### src/rtl/multicycle_fsm_control_pkg.sv
// Shared control/datapath constants for the multicycle RISC-V core:
// state encodings, opcodes, ALU operation codes and immediate formats.
package multicycle_fsm_control_pkg;

  typedef enum logic [3:0] {
    S_FETCH    = 4'd0,
    S_DECODE   = 4'd1,
    S_MEMADR   = 4'd2,
    S_MEMREAD  = 4'd3,
    S_MEMWB    = 4'd4,
    S_MEMWRITE = 4'd5,
    S_EXECR    = 4'd6,
    S_EXECI    = 4'd7,
    S_ALUWB    = 4'd8,
    S_JAL      = 4'd9,
    S_JALR     = 4'd10,
    S_JALRWB   = 4'd11,
    S_BRANCH   = 4'd12,
    S_AUIPC    = 4'd13
  } state_t;

  localparam logic [6:0] OP_LOAD   = 7'h03;
  localparam logic [6:0] OP_STORE  = 7'h23;
  localparam logic [6:0] OP_RTYPE  = 7'h33;
  localparam logic [6:0] OP_ITYPE  = 7'h13;
  localparam logic [6:0] OP_JAL    = 7'h6F;
  localparam logic [6:0] OP_JALR   = 7'h67;
  localparam logic [6:0] OP_BRANCH = 7'h63;
  localparam logic [6:0] OP_AUIPC  = 7'h17;
  localparam logic [6:0] OP_LUI    = 7'h37;

  localparam logic [3:0] ALU_AND = 4'b0000;
  localparam logic [3:0] ALU_OR  = 4'b0001;
  localparam logic [3:0] ALU_ADD = 4'b0010;
  localparam logic [3:0] ALU_SUB = 4'b0011;
  localparam logic [3:0] ALU_SLL = 4'b0100;
  localparam logic [3:0] ALU_SRL = 4'b0101;
  localparam logic [3:0] ALU_SLT = 4'b0110;
  localparam logic [3:0] ALU_MUL = 4'b0111;

  localparam logic [2:0] IMM_I = 3'b000;
  localparam logic [2:0] IMM_S = 3'b001;
  localparam logic [2:0] IMM_B = 3'b010;
  localparam logic [2:0] IMM_J = 3'b011;
  localparam logic [2:0] IMM_U = 3'b100;

  function automatic logic [2:0] imm_src(input logic [6:0] op);
    case (op)
      OP_STORE:        imm_src = IMM_S;
      OP_BRANCH:       imm_src = IMM_B;
      OP_JAL:          imm_src = IMM_J;
      OP_AUIPC, OP_LUI: imm_src = IMM_U;
      default:         imm_src = IMM_I;
    endcase
  endfunction

endpackage

### src/rtl/multicycle_fsm_control_alu_decoder.sv
// ALU operation decode: R/I-type function fields in the execute states,
// SUB for branch compare, ADD everywhere else (address and PC arithmetic).
module alu_decoder
  import multicycle_fsm_control_pkg::*;
(
  input  state_t     i_state,
  input  logic [2:0] i_funct3,
  input  logic [6:0] i_funct7,
  output logic [3:0] o_alu_op
);

  always_comb begin
    o_alu_op = ALU_ADD;
    case (i_state)
      S_EXECR: begin
        case (i_funct7)
          7'h00: begin
            case (i_funct3)
              3'b110:  o_alu_op = ALU_OR;
              3'b111:  o_alu_op = ALU_AND;
              default: o_alu_op = ALU_ADD;
            endcase
          end
          7'h20:   o_alu_op = ALU_SUB;
          7'h01:   o_alu_op = ALU_MUL;
          default: o_alu_op = ALU_ADD;
        endcase
      end
      S_EXECI: begin
        case (i_funct3)
          3'b001:  o_alu_op = ALU_SLL;
          3'b010:  o_alu_op = ALU_SLT;
          3'b101:  o_alu_op = ALU_SRL;
          default: o_alu_op = ALU_ADD;
        endcase
      end
      S_BRANCH: o_alu_op = ALU_SUB;
      default:  o_alu_op = ALU_ADD;
    endcase
  end

endmodule

### src/rtl/multicycle_fsm_control.sv
// Multicycle RISC-V main controller: state register plus combinational
// per-state control outputs; memory states stall on MemReady.
module multicycle_fsm_control
  import multicycle_fsm_control_pkg::*;
(
  input  logic       clk,
  input  logic       reset,
  input  logic [6:0] opcode,
  input  logic [2:0] Funct3,
  input  logic [6:0] Funct7,
  input  logic       zero,
  input  logic       MemReady,
  output logic       PCWrite,
  output logic       AdrSrc,
  output logic       IRWrite,
  output logic       MemWrite,
  output logic       RegWrite,
  output logic [1:0] ResultSrc,
  output logic [1:0] ALUSrcA,
  output logic [1:0] ALUSrcB,
  output logic [2:0] ImmSrc,
  output logic [3:0] ALUOp,
  output logic       IllegalInstr,
  output logic [3:0] State
);

  state_t r_state;
  logic   w_pcw, w_irw, w_mw, w_rw;

  always_ff @(posedge clk or posedge reset) begin
    if (reset) r_state <= S_FETCH;
    else begin
      case (r_state)
        S_FETCH:    if (MemReady) r_state <= S_DECODE;
        S_DECODE: begin
          case (opcode)
            OP_LOAD, OP_STORE: r_state <= S_MEMADR;
            OP_RTYPE:          r_state <= S_EXECR;
            OP_ITYPE:          r_state <= S_EXECI;
            OP_JAL:            r_state <= S_JAL;
            OP_JALR:           r_state <= S_JALR;
            OP_BRANCH:         r_state <= S_BRANCH;
            OP_AUIPC:          r_state <= S_AUIPC;
            default:           r_state <= S_FETCH;
          endcase
        end
        S_MEMADR:   r_state <= (opcode == OP_LOAD) ? S_MEMREAD : S_MEMWRITE;
        S_MEMREAD:  if (MemReady) r_state <= S_MEMWB;
        S_MEMWRITE: if (MemReady) r_state <= S_FETCH;
        S_EXECR, S_EXECI, S_JAL, S_AUIPC: r_state <= S_ALUWB;
        S_JALR:     r_state <= S_JALRWB;
        default:    r_state <= S_FETCH;
      endcase
    end
  end

  alu_decoder u_alu_dec (
    .i_state  (r_state),
    .i_funct3 (Funct3),
    .i_funct7 (Funct7),
    .o_alu_op (ALUOp)
  );

  always_comb begin
    w_pcw        = 1'b0;
    w_irw        = 1'b0;
    w_mw         = 1'b0;
    w_rw         = 1'b0;
    AdrSrc       = 1'b0;
    ResultSrc    = 2'b00;
    ALUSrcA      = 2'b00;
    ALUSrcB      = 2'b00;
    IllegalInstr = 1'b0;
    case (r_state)
      S_FETCH: begin
        ALUSrcB   = 2'b10;
        ResultSrc = 2'b10;
        w_irw     = MemReady;
        w_pcw     = MemReady;
      end
      S_DECODE: begin
        ALUSrcA = 2'b01;
        ALUSrcB = 2'b01;
        case (opcode)
          OP_LOAD, OP_STORE, OP_RTYPE, OP_ITYPE,
          OP_JAL, OP_JALR, OP_BRANCH, OP_AUIPC: IllegalInstr = 1'b0;
          default:                              IllegalInstr = 1'b1;
        endcase
      end
      S_MEMADR, S_EXECI: begin
        ALUSrcA = 2'b10;
        ALUSrcB = 2'b01;
      end
      S_MEMREAD: AdrSrc = 1'b1;
      S_MEMWB: begin
        ResultSrc = 2'b01;
        w_rw      = 1'b1;
      end
      S_MEMWRITE: begin
        AdrSrc = 1'b1;
        w_mw   = 1'b1;
      end
      S_EXECR: ALUSrcA = 2'b10;
      S_ALUWB: w_rw = 1'b1;
      S_JAL: begin
        ALUSrcA = 2'b01;
        ALUSrcB = 2'b10;
        w_pcw   = 1'b1;
      end
      S_JALR: begin
        ALUSrcA   = 2'b10;
        ALUSrcB   = 2'b01;
        ResultSrc = 2'b10;
        w_pcw     = 1'b1;
      end
      S_JALRWB: begin
        ALUSrcA   = 2'b01;
        ALUSrcB   = 2'b10;
        ResultSrc = 2'b10;
        w_rw      = 1'b1;
      end
      S_BRANCH: begin
        ALUSrcA = 2'b10;
        case (Funct3)
          3'b000:  w_pcw = zero;
          3'b001:  w_pcw = ~zero;
          default: w_pcw = 1'b0;
        endcase
      end
      S_AUIPC: begin
        ALUSrcA = 2'b01;
        ALUSrcB = 2'b01;
      end
      default: ;
    endcase
  end

  // FETCH follows MemReady combinationally, so strobes are masked during reset
  assign PCWrite  = w_pcw & ~reset;
  assign IRWrite  = w_irw & ~reset;
  assign MemWrite = w_mw  & ~reset;
  assign RegWrite = w_rw  & ~reset;
  assign ImmSrc   = imm_src(opcode);
  assign State    = r_state;

endmodule

### config.mk
export PLATFORM = sky130hd
export DESIGN_NAME = multicycle_fsm_control
export DESIGN_NICKNAME = d
export VERILOG_FILES = /design/src/rtl/multicycle_fsm_control_pkg.sv /design/src/rtl/multicycle_fsm_control_alu_decoder.sv /design/src/rtl/multicycle_fsm_control.sv
export SDC_FILE = /design/constraint.sdc
export NUM_CORES = 1
export LEC_CHECK = 0
export ABC_CLOCK_PERIOD_IN_PS = 2330
export CORE_UTILIZATION = 37
export CTS_CLUSTER_SIZE = 8
export DETAILED_ROUTE_END_ITERATION = 10
export GPL_TIMING_DRIVEN = 0
export MAX_ROUTING_LAYER = met4
export PLACE_DENSITY_LB_ADDON = 0.25
export SLEW_MARGIN = 5
export SYNTH_ARGS = -nofsm -noshare
export SYNTH_HDL_FRONTEND = slang
export SYNTH_SLANG_ARGS = --single-unit
### constraint.sdc
create_clock -name clk -period 2.33 [get_ports clk]
set_input_delay 0.466 -clock clk [delete_from_list [all_inputs] [get_ports clk]]
set_output_delay 0.466 -clock clk [all_outputs]
set_load 0.01 [all_outputs]
==> metrics.md, run 1 <==
| Metric | Value |
|---|---|
| Layout cell share with drive strength beyond 1 | `21.9%` |
| Area grow syn2layout | `73.9%` |
| Worst hold path type | `in -> async` |
| Starting DRC count in detailed routing | `14` |
| Commonest non-fill, non-tap cells in the layout | `20 x clkdlybuf4s50_1, 12 x dlygate4sd2_1, 11 x nor2_1` |
| DR DRC count | `0` |
| WL met3 | `between 100 and 150 um` |
| Fillcell total | `approximately 160` |
| Min cycle time layout | `roughly 2300 ps` |
| R2R depth | `5` |
| Max Fanout on Critical Path | `4` |
| Post-synthesis sequential area ratio | `about 14%` |
| FMAX | `around 440 MHz` |
| Multiplexer area fraction after synthesis | `approximately 1.4%` |
| DR top layer | `met4` |
| Peak supply drop | `around 310 uV` |
| Die Footprint | `2140 um2` |
| Vias per cell | `around 5.6` |
| Root buffer selected by CTS | `clkbuf_4` |
| Synth area leaders | `dfrtp_1 14%, nor2_1 6.7%, a21oi_1 6.2%` |
| CP startpoint kind | `primary input` |
| Syn Area/Cell | `between 6 and 7 um2` |
| Clk Latency, worst-skew pair | `between 200 and 250 ps` |
| Clock sinks | `4` |
| Worst flop-to-flop path startpoint | `State[3]$_DFFE_PP0P_` |
| CTS HTree Levels | `1` |
| WL met2 | `1170 um` |
| Cts bufs inserted | `3` |
| Endpoint of the worst-slack reg-to-reg timing path | `State[2]$_DFFE_PP0P_` |
| Placer Congestion | `approximately 0.80` |
| Post-place setup slack | `-575 ps` |
| Synth Area in Simple Gates | `40.6%` |
| Ys flop type | `dfrtp_1` |
| Die Height | `~46 um` |
| WP data required | `1860 ps` |
| Period utilization | `97.9%` |
| Clk slew on worst S/H paths | `around 40 ps` |
| Outcome | `complete, no violations` |
| Async SR Flop Fraction | `100%` |
| Avg WL per Cell | `12.8 um` |
| WS Path Type | `in -> out` |
| Power density over cell area | `274 nW/um2` |
| Arr. time, crit path | `roughly 1800 ps` |
| Setup_tns | `0 ps` |
| Vias in the first global route | `a little under 900` |
| Synth Area in Compound Gates | `32.0%` |
| Largest family of logic cells by synthesized area | `simple AND/OR/NAND/NOR gates` |
| Max Root-Sink Buffers | `2` |
| Multi-input logic area | `631 um2` |
| Mapped Nets | `132` |
| Area leader, netlist | `dfrtp_1` |
| Hpwl dp | `1790 um` |
| Largest net degree at the start of global routing | `12` |
| All-layer global routing usage | `about a quarter` |
| Crit. Startpoint | `MemReady` |
| First-pass GRT wire length | `3690 um` |
| Warnings from Yosys | `0` |
| Layout Nets | `about 180` |
| Die Wd | `roughly 46 um` |
| Total wire length | `2310 um` |
| Post-Synth Adder-Cell Area | `0%` |
| CTS tree | `done` |
| Antenna diodes | `0` |
| Post-synthesis xor/xnor area fraction | `2.42%` |
| Final Setup Violations | `0` |
| GR Overflow Total | `0` |
| Core footprint | `roughly 1800 um2` |
| Final hold violations | `0` |
| Post-synth EDFFs | `0` |
| Commonest non-fill, non-tap cell in the layout | `clkdlybuf4s50_1` |
| Wire length on met1 | `a little under 1000 um` |
| Max reg flops | `4` |
| Initial antenna violation count | `0` |
| # Max-Cap Violations | `0` |
| First-pass DRT Iterations | `4` |
| I/O Pins | `between 40 and 50` |
| Post-route total power | `around 0.00034 W` |
| Slew Viols, Final | `0` |
| Post-synthesis instance area | `around 720 um2` |
| Count of standard-cell rows | `15` |
| Starting density of the core | `about 41%` |
| Post-synth top area share | `roughly 14%` |
| FF+latch count, synth | `4` |
| Crit. End Element | `output port` |
| Antenna-violating nets left | `0` |
| Via count | `1,010` |
| Clock skew | `~2.2 ps` |
| PortBufs | `41` |
| Netlist cell types | `40` |
| R2R setup slack | `670 ps` |
| Cells after Synth | `about 110` |
| Setup ws final | `approximately 50 ps` |
| Static leakage | `0.509 nW` |
| Area taken by flip-flops and latches | `around 100 um2` |
| CP Capture Point | `PCWrite` |
==> how the worst min path moves through the flow <==
stage	startpoint	end	slack [ps]	cells after the start
final	reset	State[1]$_DFFE_PP0P_	570	2
after CTS	reset	State[2]$_DFFE_PP0P_	550	2
after floorplan	reset	State[0]$_DFFE_PP0P_	230	1
after global placement	reset	State[3]$_DFFE_PP0P_	790	2
after detailed placement	reset	State[3]$_DFFE_PP0P_	810	2
after global routing	reset	State[2]$_DFFE_PP0P_	580	2
==> through the flow <==
stage	std cells	cell area, um2	hold WS, ps	utilization (%)
global placement	177	1170	790	65.4
floorplan	111	724	232	-
CTS	180	1230	554	68.9
global route	180	1260	577	70.7
finish	180	1260	566	70.7
detailed placement	177	1170	807	65.4
==> area by class of cell <==
type	instances	share of cell area, %
Sequential cell	4	8.24
Tap cell	25	2.48
Buffer	7	3.97
Timing Repair Buffer	42	31.4
Inverter	7	2.09
Multi-Input combinational cell	92	50.0
Clock buffer	3	1.79
==> power breakdown <==
part / internal, W / switching [W]
clock: 0.0000578 / 0.0000314
combinational: 0.0000901 / 0.0000853
sequential: 0.0000732 / 0.00000696
==> metal layers <==
layer | track usage [%] | vias to the layer above
met5 | - | -
met4 | 11.8 | 0
met3 | 7.06 | 5
met2 | 41.1 | 45
met1 | 27.1 | 457
li1 | - | 503
==> worst max-delay path, cell delays in order <==
cell and delay (ps):
clkdlybuf4s15_1 250, inv_2 80, or3_4 340, a221o_1 310
a21oi_1 140, clkdlybuf4s15_2 230
==> cells in the mapped netlist, types with 2 or more instances <==
library cell  instances
inv_1                 7
clkbuf_1              6
xor2_1                2
a2bb2oi_1             2
nand2b_1              4
dfrtp_1               4
a21oi_1               9
nand3_1               4
nor4_1                4
a221o_1               2
or3_1                 4
o21ai_0               8
nor3_1                6
nand2_1               8
nor2_1               13
nor2b_1               4
==> cell families after synthesis <==
family | Yosys count
buffers and inverters | 15
multiplexers | 1
other | 1
XOR/XNOR | 2
AND/OR/NAND/NOR | 54
flip-flops | 4
AO/OA/AOI/OAI | 34
==> timing repair <==
action	4_1_cts	5_1_grt
setup endpoints to repair	14	7
hold buffers	0	0
gates resized for setup	52	13
buffers inserted	1	0
pin swaps	6	3
Power figures use the tool's default switching activity.
==> run 2, diff against run 1 <==
--- a/config.mk
+++ b/config.mk
@@ -7,7 +7,7 @@
 export LEC_CHECK = 0
 export ABC_CLOCK_PERIOD_IN_PS = 2330
 export CORE_UTILIZATION = 37
-export CTS_CLUSTER_SIZE = 8
+export CTS_CLUSTER_SIZE = 30
 export DETAILED_ROUTE_END_ITERATION = 10
 export GPL_TIMING_DRIVEN = 0
 export MAX_ROUTING_LAYER = met4
==> results of run 2 <==
No change in the layout: final DEF, timing and power equal those of run 1.
==> run 3, diff against run 2 <==
--- a/config.mk
+++ b/config.mk
@@ -12,7 +12,7 @@
 export GPL_TIMING_DRIVEN = 0
 export MAX_ROUTING_LAYER = met4
 export PLACE_DENSITY_LB_ADDON = 0.25
-export SLEW_MARGIN = 5
+export SLEW_MARGIN = 30
 export SYNTH_ARGS = -nofsm -noshare
 export SYNTH_HDL_FRONTEND = slang
 export SYNTH_SLANG_ARGS = --single-unit
==> results of run 3 <==
No change in the layout: final DEF, timing and power equal those of run 1.
